## config.mk

```make
export PLATFORM = sky130hd
export DESIGN_NAME = cave_input_ctrl
export DESIGN_NICKNAME = d
export VERILOG_FILES = /design/src/rtl/cave_input_ctrl.sv
export SDC_FILE = /design/constraint.sdc
export NUM_CORES = 1
export LEC_CHECK = 0
export ABC_AREA = 1
export CAP_MARGIN = 15
export CORE_MARGIN = 1
export CORE_UTILIZATION = 42
export CTS_BUF_LIST = sky130_fd_sc_hd__clkbuf_2 sky130_fd_sc_hd__clkbuf_4 sky130_fd_sc_hd__clkbuf_8
export DETAILED_ROUTE_END_ITERATION = 10
export SYNTH_ARGS = -nofsm -noshare
export SYNTH_HDL_FRONTEND = slang
export SYNTH_SLANG_ARGS = --single-unit
```

## constraint.sdc

```tcl
create_clock -name clk_sys -period 3.15 [get_ports clk_sys]
set_clock_uncertainty 0.1 [all_clocks]
set_input_delay 0.63 -clock clk_sys [delete_from_list [all_inputs] [get_ports clk_sys]]
set_output_delay 0.63 -clock clk_sys [all_outputs]
set_load 0.02 [all_outputs]
```

## src/rtl/cave_input_ctrl.sv

```systemverilog
// -----------------------------------------------------------------------------
// cave_input_ctrl
// Input conditioning ahead of the Main player ports. PS/2 key events and HPS
// joystick words are merged into two 9-bit player vectors plus a pause level.
// Coin inputs are shaped into fixed-length pulses, pause is a toggle, and
// opposing directions held together are cleaned to neutral.
//
// Ports
//   clk_sys     in   1   system clock
//   reset_n     in   1   asynchronous active-low reset (release synchronised)
//   ps2_key     in   11  [10] event toggle, [9] pressed, [7:0] scan code
//   joystick_0  in   10  P1 pad {pause,coin,start,b3,b2,b1,up,down,left,right}
//   joystick_1  in   10  P2 pad, same layout
//   player_1    out  9   {coin,start,b3,b2,b1,right,left,down,up}
//   player_2    out  9   same layout
//   pause       out  1   pause level
// -----------------------------------------------------------------------------
module cave_input_ctrl #(
    parameter int COIN_CYCLES = 1_000_000,
    parameter bit SOCD_CLEAN  = 1'b1
) (
    input  logic        clk_sys,
    input  logic        reset_n,
    input  logic [10:0] ps2_key,
    input  logic [9:0]  joystick_0,
    input  logic [9:0]  joystick_1,
    output logic [8:0]  player_1,
    output logic [8:0]  player_2,
    output logic        pause
);

    localparam int             CW       = $clog2(COIN_CYCLES + 1);
    localparam logic [CW-1:0]  CNT_LOAD = CW'(COIN_CYCLES - 1);

    typedef enum logic [1:0] {C_IDLE, C_PULSE, C_WAIT} coin_st_t;

    // ------------------------------------------------------------------
    // Reset: asserts asynchronously, releases two clocks later.
    // ------------------------------------------------------------------
    logic [1:0] r_rst_sync;
    logic       w_rst_n;

    always_ff @(posedge clk_sys or negedge reset_n) begin
        if (!reset_n) r_rst_sync <= 2'b00;
        else          r_rst_sync <= {r_rst_sync[0], 1'b1};
    end
    assign w_rst_n = r_rst_sync[1];

    // Joystick sample flops carry no reset so that a button held through
    // reset is already visible when edge history is primed; otherwise a held
    // coin would fire a pulse right after release.
    logic [9:0] r_joy0, r_joy1;
    always_ff @(posedge clk_sys) begin
        r_joy0 <= joystick_0;
        r_joy1 <= joystick_1;
    end

    // ps2_key[8] is the extended-prefix flag; it is deliberately ignored.
    logic w_unused;
    assign w_unused = ps2_key[8];

    // ------------------------------------------------------------------
    // PS/2 key decode. Key regs use the player bit layout.
    // ------------------------------------------------------------------
    logic       r_old_toggle, r_primed;
    logic [8:0] r_key1, r_key2;
    logic       r_key_p;

    always_ff @(posedge clk_sys or negedge w_rst_n) begin
        if (!w_rst_n) begin
            r_old_toggle <= 1'b0;
            r_primed     <= 1'b0;
            r_key1       <= '0;
            r_key2       <= '0;
            r_key_p      <= 1'b0;
        end else if (!r_primed) begin
            // first clock only adopts the current toggle phase
            r_old_toggle <= ps2_key[10];
            r_primed     <= 1'b1;
        end else if (ps2_key[10] != r_old_toggle) begin
            r_old_toggle <= ps2_key[10];
            case (ps2_key[7:0])
                8'h75: r_key1[0] <= ps2_key[9];
                8'h72: r_key1[1] <= ps2_key[9];
                8'h6B: r_key1[2] <= ps2_key[9];
                8'h74: r_key1[3] <= ps2_key[9];
                8'h14: r_key1[4] <= ps2_key[9];
                8'h11: r_key1[5] <= ps2_key[9];
                8'h29: r_key1[6] <= ps2_key[9];
                8'h16: r_key1[7] <= ps2_key[9];
                8'h2E: r_key1[8] <= ps2_key[9];
                8'h4D: r_key_p   <= ps2_key[9];
                8'h2D: r_key2[0] <= ps2_key[9];
                8'h2B: r_key2[1] <= ps2_key[9];
                8'h23: r_key2[2] <= ps2_key[9];
                8'h34: r_key2[3] <= ps2_key[9];
                8'h1C: r_key2[4] <= ps2_key[9];
                8'h1B: r_key2[5] <= ps2_key[9];
                8'h15: r_key2[6] <= ps2_key[9];
                8'h1E: r_key2[7] <= ps2_key[9];
                8'h36: r_key2[8] <= ps2_key[9];
                default: ;
            endcase
        end
    end

    // Pad order {coin,start,b3,b2,b1,U,D,L,R} -> player order {..,R,L,D,U}
    function automatic logic [8:0] joy_map(input logic [8:0] j);
        return {j[8], j[7], j[6], j[5], j[4], j[0], j[1], j[2], j[3]};
    endfunction

    function automatic logic [7:0] socd(input logic [7:0] r);
        logic [7:0] o;
        o = r;
        if (SOCD_CLEAN) begin
            if (r[0] && r[1]) o[1:0] = 2'b00;
            if (r[2] && r[3]) o[3:2] = 2'b00;
        end
        return o;
    endfunction

    logic [8:0] w_raw1, w_raw2;
    logic [1:0] w_coin_raw;
    logic       w_pause_src;

    assign w_raw1      = r_key1 | joy_map(r_joy0[8:0]);
    assign w_raw2      = r_key2 | joy_map(r_joy1[8:0]);
    assign w_coin_raw  = {w_raw2[8], w_raw1[8]};
    assign w_pause_src = r_key_p | r_joy0[9] | r_joy1[9];

    // ------------------------------------------------------------------
    // Output stage: directions/buttons, coin pulse FSMs, pause toggle.
    // Edge detection is held off until r_primed so history is captured
    // from live inputs first.
    // ------------------------------------------------------------------
    coin_st_t      r_cst [2];
    logic [CW-1:0] r_cnt [2];
    logic [1:0]    r_coin_out, r_coin_prev;
    logic          r_pause_prev, r_pause;
    logic [7:0]    r_p1_lo, r_p2_lo;

    always_ff @(posedge clk_sys or negedge w_rst_n) begin
        if (!w_rst_n) begin
            for (int p = 0; p < 2; p++) begin
                r_cst[p] <= C_IDLE;
                r_cnt[p] <= '0;
            end
            r_coin_out   <= '0;
            r_coin_prev  <= '0;
            r_pause_prev <= 1'b0;
            r_pause      <= 1'b0;
            r_p1_lo      <= '0;
            r_p2_lo      <= '0;
        end else begin
            r_p1_lo      <= socd(w_raw1[7:0]);
            r_p2_lo      <= socd(w_raw2[7:0]);
            r_coin_prev  <= w_coin_raw;
            r_pause_prev <= w_pause_src;

            if (r_primed && w_pause_src && !r_pause_prev)
                r_pause <= ~r_pause;

            for (int p = 0; p < 2; p++) begin
                case (r_cst[p])
                    C_IDLE: begin
                        if (r_primed && w_coin_raw[p] && !r_coin_prev[p]) begin
                            r_cst[p]      <= C_PULSE;
                            r_cnt[p]      <= CNT_LOAD;
                            r_coin_out[p] <= 1'b1;
                        end
                    end
                    C_PULSE: begin
                        if (r_cnt[p] == '0) begin
                            r_coin_out[p] <= 1'b0;
                            r_cst[p]      <= w_coin_raw[p] ? C_WAIT : C_IDLE;
                        end else begin
                            r_cnt[p] <= r_cnt[p] - 1'b1;
                        end
                    end
                    C_WAIT: begin
                        if (!w_coin_raw[p]) r_cst[p] <= C_IDLE;
                    end
                    default: r_cst[p] <= C_IDLE;
                endcase
            end
        end
    end

    assign player_1 = {r_coin_out[0], r_p1_lo};
    assign player_2 = {r_coin_out[1], r_p2_lo};
    assign pause    = r_pause;

endmodule

```

==> reports/summary.txt <==
Status -> finished clean
Post-DP Area -> 0.00593 mm^2
Crit path depth -> 1
Final Cell Area -> 0.00611 mm^2
Lkg Pwr -> 0.00292 uW
Vias in the first global route -> 4203
Register area share after synthesis -> 49.8%
ANT cells -> 0
Critical path arrival -> 1.38 ns
Setup crit start -> pause
Post-Layout Cell Count -> 895
Starting Density -> 43.5%
GRT Util Overall -> 18.5%
Largest net degree at the start of global routing -> 40
Die area -> 0.0130 mm^2
Clock share of power -> 26.8%
Final net count -> 759
Core Box Area -> 0.0121 mm^2
Vias -> 4283
DIE WIDTH -> 114 um
Post-synthesis async set-or-reset flop share -> 81.7%
Grt ovf -> 0
Sw Ratio -> 32.6%
Setup TNS -> 0 ns
CP max stage delay -> 0.64 ns
Unrepaired setup endpoints after global routing -> false
NetSw -> 986 uW
Logic pwr share -> 19.9%
Antenna-violating nets left -> 0
Vert. Die Dim -> 114 um
Slew @ Worst Pin -> 0.660 ns
Largest area contributor in the netlist -> dfrtp_1
CTS Hold Buffers Added -> 0
Post-CTS Setup Bufs -> 0
Routed len/inst -> 12.2 um
Tmin final -> 2.11 ns
First DRT Iteration DRCs -> 251
CP max-delay cell -> clkdlybuf4s50_1
Resized cells post-CTS -> 0
CTS tree -> done
Start of the worst register-to-register path -> r_cnt[0]
Primary FF master, synth -> dfrtp_1
CP Launch Type -> register
Final Hold Viols -> 0
Seq pwr share -> 53.3%
GPL Wtd Cong -> 0.881
Crit path kind -> reg2out
Number of enable flip-flop cells after synthesis -> 0
Maximum clock rate -> 475 MHz
Mapped Area -> 0.00527 mm^2
#FFs+latches synth -> 109
PortBufs -> 50
Top post-synthesis cells by count -> nand2_1 (182), nor2_1 (108), dfrtp_1 (89)
Clock Tree Buf Depth -> 2
CP endpoint kind -> output pin
Num Clock Sinks -> 109
Crit path max-delay family -> buffers and inverters
Row Count -> 40
Fill cells -> 1210
Worst path bufs/invs -> 1
Critical path, cell by cell -> clkdlybuf4s50_1
Slew Limit Fails -> 0
Share of cells above drive strength 1 -> 9.90%
Reg-to-Reg End -> r_cnt[8]
Synth Area per Inst -> 7.87 um^2
Area growth syn-to-layout -> 15.9%
First-pass GRT wire length -> 19000 um
Root buffer cell -> clkbuf_8
Tcrit/Tclk final -> 66.8%
MaxCap Viol Count -> 0
Unique masters post-synth -> 31
Clk pin slew, worst setup/hold paths -> 0.12 ns
Slew margin rel. -> 56.0%
H-tree Lvls -> 3
Crit path max fanout -> 2
DR DRC count -> 0
Hold Path Class -> reg2async
Most instantiated library cell after synthesis -> nand2_1
Setup violations, final -> 0
CTS buffer count -> 9
Top Ports -> 52
Vias per cell -> 4.79
Cells on worst reg2reg path -> 11
Max rail drop VDD -> 0.000323 V
WL final -> 11000 um
Initial antenna violation count -> 0
Critical Path RT -> 2.42 ns
R2R setup slack -> 1.09 ns
Post-DP HPWL -> 8160 um
Cell Pwr Density -> 496 mW/mm^2
Synth Instances -> 670
Yosys warning total -> 0
Post-synth top area share -> 42.2%
Placed cell count -> 879
DRT Pass-1 Iters -> 4
Worst setup path end -> pause
Pwr Total -> 3030 uW
P_int -> 2040 uW
Insertion delay to the later sink of the worst-skew pair -> 0.38 ns
Largest cells by area after synthesis -> dfrtp_1 (42%), nand2_1 (13%), nor2_1 (7.7%), dfxtp_1 (7.6%), nand3_1 (5.7%)
## power by group through the flow
stage / Combinational (uW) / Sequential, uW / Clock (uW)
after floorplan: 441 / 1630 / 0
after global placement: 585 / 1640 / 0
after detailed placement: 604 / 1640 / 0
after CTS: 607 / 1610 / 856
after global routing: 693 / 1630 / 908
final: 603 / 1610 / 812
## registers in the layout (all words and copies together) (netlist names), 2 cells and up
register / flops
r_cst: 4
r_joy1: 10
r_joy0: 10
r_cnt: 40
r_p2_lo: 8
r_key1: 9
r_coin_out: 2
r_p1_lo: 8
r_key2: 9
r_coin_prev: 2
r_rst_sync: 2
## per-stage QoR
step / hold WS, ns / setup WS [ns] / utilization (%)
global route: 0.251 / 0.915 / 50.5
floorplan: 0.231 / 0.388 / -
detailed placement: 0.225 / 0.863 / 48.9
global placement: 0.223 / 0.905 / 48.9
CTS: 0.224 / 1.00 / 50.5
finish: 0.192 / 1.04 / 50.5
## placed cells by master, fill, tap and decap left out, types with 8 or more instances in the layout
cell type / count
nand2_1: 182
nor2_1: 108
dfrtp_1: 88
inv_1: 77
nand3_1: 60
clkdlybuf4s50_1: 50
o21ai_2: 20
dfxtp_1: 20
nand4_1: 16
a21oi_1: 12
nor2_2: 11
o21ai_0: 9
clkbuf_8: 9
or2_2: 8
## logic make-up after synthesis
group	Yosys count	synth area share (%)
AOI/OAI and AO/OA	48	6.26
and+or+nand+nor	405	33.8
other	1	0.0711
adders and majority gates	4	0.949
buffers and inverters	92	7.24
DFF	109	49.8
xor gates and xnor gates	11	1.83
## layer usage
layer | track usage [%] | up-vias | routed length, um | share of wire [%]
met5 | 0 | - | 0 | 0
met4 | 5.63 | 0 | 125 | 1.1
met3 | 5.26 | 12 | 502 | 4.6
met2 | 30.7 | 79 | 5200 | 47
met1 | 23.5 | 1988 | 5130 | 47
li1 | - | 2204 | - | -
## how the worst min path moves through the flow
stage                     slack (ns)             end     startpoint  cells after the start
after CTS                       0.22   r_coin_out[1]  r_rst_sync[1]                      0
after detailed placement        0.23        r_cst[1]  r_rst_sync[1]                      0
after global routing            0.25   r_coin_out[1]  r_rst_sync[1]                      0
final                           0.19   r_coin_out[1]  r_rst_sync[1]                      0
after global placement          0.22  r_coin_prev[1]  r_rst_sync[1]                      0
after floorplan                 0.23   r_rst_sync[0]        reset_n                      0
## final cells by class
| type | count | area [um^2] | share of cell area, % |
|---|---|---|---|
| Clock buffer | 10 | 131 | 2.15 |
| Multi-Input combinational cell | 470 | 2270 | 37.1 |
| Inverter | 79 | 297 | 4.85 |
| Tap cell | 168 | 210 | 3.44 |
| Clock inverter | 6 | 52.6 | 0.860 |
| Timing Repair Buffer | 53 | 523 | 8.56 |
| Sequential cell | 109 | 2630 | 43.1 |
Power figures use the tool's default switching activity.
